File: src/rtl/linear_layer_start_token_reader.sv
// linear_layer_start_token_reader
// Pops start tokens from a first-word-fall-through start FIFO and turns them
// into the ap_start/ap_ready/ap_done handshake of one downstream PE. It limits
// the number of started-but-unfinished invocations and flags stray dones.
// Optional feature macro: START_TOKEN_STATS_EN adds start/done counters;
// without it both counter outputs are tied to zero.
module linear_layer_start_token_reader #(
    parameter int DATA_WIDTH      = 1,
    parameter int MAX_OUTSTANDING = 4,
    parameter int CNT_WIDTH       = 16
) (
    input  logic                  clk,
    input  logic                  reset,
    input  logic                  if_empty_n,
    input  logic [DATA_WIDTH-1:0] if_dout,
    output logic                  if_read,
    output logic                  ap_start,
    input  logic                  ap_ready,
    input  logic                  ap_done,
    output logic [DATA_WIDTH-1:0] token,
    output logic [3:0]            outstanding,
    output logic                  busy,
    output logic                  err,
    output logic [CNT_WIDTH-1:0]  start_count,
    output logic [CNT_WIDTH-1:0]  done_count
);

    typedef enum logic {
        IDLE  = 1'b0,
        START = 1'b1
    } state_t;

    localparam logic [4:0] MaxOut = 5'(MAX_OUTSTANDING);

    state_t                r_state;
    logic                  r_apStart;
    logic [DATA_WIDTH-1:0] r_token;
    logic [3:0]            r_outstanding;
    logic                  r_err;

    logic                  w_accept;
    logic                  w_doneValid;
    logic                  w_errEvent;
    logic [4:0]            w_nextOutstanding;
    logic                  w_room;
    logic                  w_pop;

    // Capacity is judged on the count as it will be after this cycle's accept
    // and done, so a slot freed by a done can be refilled in the same cycle.
    always_comb begin
        w_accept          = r_apStart & ap_ready;
        w_doneValid       = ap_done & (r_outstanding != 4'd0);
        w_errEvent        = ap_done & (r_outstanding == 4'd0) & ~w_accept;
        w_nextOutstanding = {1'b0, r_outstanding} + {4'd0, w_accept} - {4'd0, w_doneValid};
        w_room            = (w_nextOutstanding < MaxOut);
        w_pop             = if_empty_n & w_room & ((r_state == IDLE) | w_accept);
    end

    assign if_read     = w_pop & ~reset;
    assign ap_start    = r_apStart;
    assign token       = r_token;
    assign outstanding = r_outstanding;
    assign err         = r_err;
    assign busy        = r_apStart | (r_outstanding != 4'd0);

    // Start handshake FSM: a popped token is held with ap_start high until the
    // PE accepts it, and a new pop on the accepting cycle gives back-to-back starts.
    always_ff @(posedge clk or posedge reset) begin
        if (reset) begin
            r_state   <= IDLE;
            r_apStart <= 1'b0;
            r_token   <= '0;
        end else begin
            case (r_state)
                IDLE: begin
                    if (w_pop) begin
                        r_token   <= if_dout;
                        r_apStart <= 1'b1;
                        r_state   <= START;
                    end
                end
                START: begin
                    if (ap_ready) begin
                        if (w_pop) begin
                            r_token <= if_dout;
                        end else begin
                            r_apStart <= 1'b0;
                            r_state   <= IDLE;
                        end
                    end
                end
                default: begin
                    r_apStart <= 1'b0;
                    r_state   <= IDLE;
                end
            endcase
        end
    end

    // Track started-but-unfinished invocations and latch a done that arrives
    // with nothing in flight as a sticky error.
    always_ff @(posedge clk or posedge reset) begin
        if (reset) begin
            r_outstanding <= 4'd0;
            r_err         <= 1'b0;
        end else begin
            r_outstanding <= w_nextOutstanding[3:0];
            if (w_errEvent) begin
                r_err <= 1'b1;
            end
        end
    end

`ifdef START_TOKEN_STATS_EN
    logic [CNT_WIDTH-1:0] r_startCount;
    logic [CNT_WIDTH-1:0] r_doneCount;

    // Free-running statistics of accepted starts and completed invocations.
    always_ff @(posedge clk or posedge reset) begin
        if (reset) begin
            r_startCount <= '0;
            r_doneCount  <= '0;
        end else begin
            if (w_accept) begin
                r_startCount <= r_startCount + 1'b1;
            end
            if (w_doneValid) begin
                r_doneCount <= r_doneCount + 1'b1;
            end
        end
    end

    assign start_count = r_startCount;
    assign done_count  = r_doneCount;
`else
    assign start_count = '0;
    assign done_count  = '0;
`endif

endmodule

File: config.mk
export PLATFORM = sky130hd
export DESIGN_NAME = linear_layer_start_token_reader
export DESIGN_NICKNAME = d
export VERILOG_FILES = /design/src/rtl/linear_layer_start_token_reader.sv
export SDC_FILE = /design/constraint.sdc
export NUM_CORES = 1
export LEC_CHECK = 0
export BUFFER_PORTS_ARGS = -buffer_cell sky130_fd_sc_hd__buf_2
export CAP_MARGIN = 20
export CORE_MARGIN = 8
export CORE_UTILIZATION = 38
export DETAILED_ROUTE_END_ITERATION = 8
export PLACE_DENSITY_LB_ADDON = 0.2
export SLEW_MARGIN = 40
export SYNTH_ARGS = -nofsm -noshare
export SYNTH_HDL_FRONTEND = slang
export SYNTH_SLANG_ARGS = --single-unit
File: constraint.sdc
create_clock -name clk -period 3.25 [get_ports clk]
set_input_delay 0.65 -clock clk [delete_from_list [all_inputs] [get_ports clk]]
set_output_delay 0.65 -clock clk [all_outputs]
set_load 0.03 [all_outputs]
==> impl_metrics.py <==
metrics = {
    "layout": {
        "antennaDiodeCount": 0,
        "final_cell_mix": "conb_1, buf_2, buf_4",
        "finalCoreUtilization_pct": 49.35,
        "area_growth_pct": 25.50,
        "finalInstanceArea_um2": 948.4,
        "fillers": 200,
        "layout.nets": 124,
        "layout_commonest_cell": "conb_1",
        "layoutNonFillerInstCount": 137,
        "drive_gt1_share_pct": 41.82,
    },
    "clock_tree": {
        "cts_tree": "yes",
        "hold_buffers": 0,
        "numCtsBuffers": 3,
        "path_clk_slew_ps": 60,
        "cts-htree-levels": 1,
        "clk_latency_ps": 250,
        "cts-root-buf": "clkbuf_4",
        "clockBufferDepth": 2,
        "postCtsSetupRepairBufs": 0,
        "cts.sinks": 8,
    },
    "placement": {
        "portBuffers": 14,
        "dpl_cell_area_um2": 864.6,
        "hpwl_um": 1363,
        "pre_cts_slack_ps": -384.1,
        "dp_cells": 133,
        "gp_congestion": 0.8586,
    },
    "setup_path": {
        "crit_slowest_cell": "dfrtp_2",
        "required_ps": 2600,
        "cp.arrival_ps": 3090,
        "cp-startpoint": "outstanding[2]$_DFF_PP0_",
        "crit_buf_inv": 3,
        "reg2reg_setup_slack_ps": 100,
        "end_kind": "output pin",
        "cpLargestDelayFamily": "adder cells",
        "timing.rr.start": "outstanding[2]$_DFF_PP0_",
        "slowest_delay_ps": 400,
        "cp-start-kind": "flop",
        "worst-setup-path-type": "flop to output pin",
        "crit_fanout": 3,
        "cp_cell_sequence": "inv_2 -> ha_4 -> nor3b_4 -> nor2b_1 -> ha_1 -> inv_2 -> ha_4 -> fa_2 -> xor2_4 -> a2111oi_4 -> o211ai_1 -> a21o_2 -> nor2_4 -> buf_6",
    },
    "min_path": {
        "hold_class": "input pin to asynchronous set/reset pin",
    },
    "status": {
        "violations": "setup timing",
        "status": "finished with violations",
    },
    "route": {
        "wl_per_cell_um": 11.58,
        "firstDrtPassIters": 4,
        "first_iter_violations": 3,
        "totalWireLength_um": 1586,
        "drc": 0,
        "postRouteAntennaNets": 0,
        "num_vias": 534,
        "vias_per_cell": 3.898,
    },
    "logic_synthesis": {
        "synth_edf_count": 0,
        "netlist_area_um2": 755.7,
        "avgSynthCellArea_um2": 9.216,
        "yosysSeqAreaShare_pct": 26.49,
        "synth_async_sr_flop_share_pct": 100.0,
        "yosysUniqueCellTypes": 25,
        "syn_inst": 82,
        "ys_ff_latch": 8,
        "synth_flop_cell": "dfrtp_1",
        "ys_warn_count": 0,
    },
    "power": {
        "p_per_area_mw_per_mm2": 1190,
        "power.total_mw": 1.128,
        "power.leakage_nw": 0.4791,
        "ir_drop_mv": 0.4457,
    },
    "sta": {
        "rsz0062_at_grt": "yes",
        "skew_ps": 4.828,
        "fin_ws_ps": -487.0,
        "slew_viol_final": 0,
        "setup_violations": 1,
        "hold_viol_final": 0,
        "post-route-min-period_ps": 3737,
        "clock.fmax_mhz": 267.6,
        "layout_worst_path_cycle_share_pct": 115.0,
    },
    "grt": {
        "globalRouteTotalUtil_pct": 8.480,
        "grt_max_degree": 9,
        "grt_pass1_vias": 552,
        "antenna_found_initial": 0,
        "grt_pass1_wl_um": 2290,
        "gr-total-overflow": 0,
    },
    "flow_run": {
        "drv_cap": 0,
    },
    "floorplan": {
        "initial_core_util_pct": 39.32,
        "die_h_um": 60.60,
        "io_pins": 47,
        "num_rows": 16,
        "dieArea_mm2": 0.003672,
        "design.core.area_mm2": 0.001922,
        "fp.dieW_um": 60.60,
    },
}
synth_stat cells, types with 2 or more instances:
master    n  share of area, %
nor2_1    2              0.99
xor2_1    2               2.3
a21oi_1   2               1.3
nand2_1   2              0.99
ha_1      6               9.9
dfrtp_1   8                26
nand3_1   2               1.3
inv_1     8               4.0
o21ai_0   2               1.3
a21o_2    2               2.3
buf_4    32                32
routing by layer:
layer  up-vias  global-route usage, %  share of wire, %
met5         -                      0                 0
li1        260                      -                 -
met1       247                  8.262                37
met3         2                  2.119               9.6
met2        25                  14.78                53
met4         0                  6.977               1.0
stage by stage:
step | setup TNS, ps | hold WS, ps
final | -487.0 | 370.4
after global routing | -645.8 | 406.9
after detailed placement | -384.1 | 457.9
after floorplan | -267.3 | 465.5
after CTS | -504.6 | 375.2
after global placement | -360.2 | 460.7
cell type report:
| type | instances | area [um2] | share of cell area, % |
|---|---|---|---|
| Multi-Input combinational cell | 65 | 496.7 | 52.37 |
| Inverter | 8 | 30.03 | 3.166 |
| Clock buffer | 4 | 26.28 | 2.770 |
| Tap cell | 27 | 33.78 | 3.562 |
| Timing Repair Buffer | 25 | 158.9 | 16.75 |
| Sequential cell | 8 | 202.7 | 21.37 |
sequential cells by signal, indices dropped and copies added (netlist names):
register and cells:
outstanding 4, r_state 1, ap_start 1, token 1, err 1
worst paths after layout:
check / endpoint / depth (start not counted)
max: if_read / 14
min in group clk: err$_DFFE_PP0P_ / 1
max in group asynchronous: outstanding[2]$_DFF_PP0_ / 2
min: r_state$_DFF_PP0_ / 2
min reg2reg: err$_DFFE_PP0P_ / 1
max reg2reg: token$_DFFE_PP0P_ / 14
report_power, final:
| part | switching, mW | internal, mW | total, mW | leakage (nW) |
|---|---|---|---|---|
| logic | 0.500 | 0.358 | 0.858 | 0.372 |
| registers | 0.0337 | 0.156 | 0.190 | 0.0924 |
| clock network | 0.0338 | 0.0470 | 0.0807 | 0.0150 |
repair_timing:
| action | CTS | global route |
|---|---|---|
| setup endpoints to repair | 1 | 2 |
| pin swaps | 2 | 0 |
| gates resized for setup | 3 | 5 |
| endpoints found under the hold margin | 0 | 0 |
logic make-up (layout without fill, tap and decap cells):
group,after synthesis,in the layout,synth area share (%)
xor+xnor,2,2,2.318
mux,1,1,1.986
buf+inv,40,37,35.76
other cells,1,32,0.4962
simple gates,11,11,7.950
fa+ha+maj,7,7,12.58
compound gates,12,12,12.42
flops,8,8,26.49
Note: power is estimated with default switching activity, not from simulation.
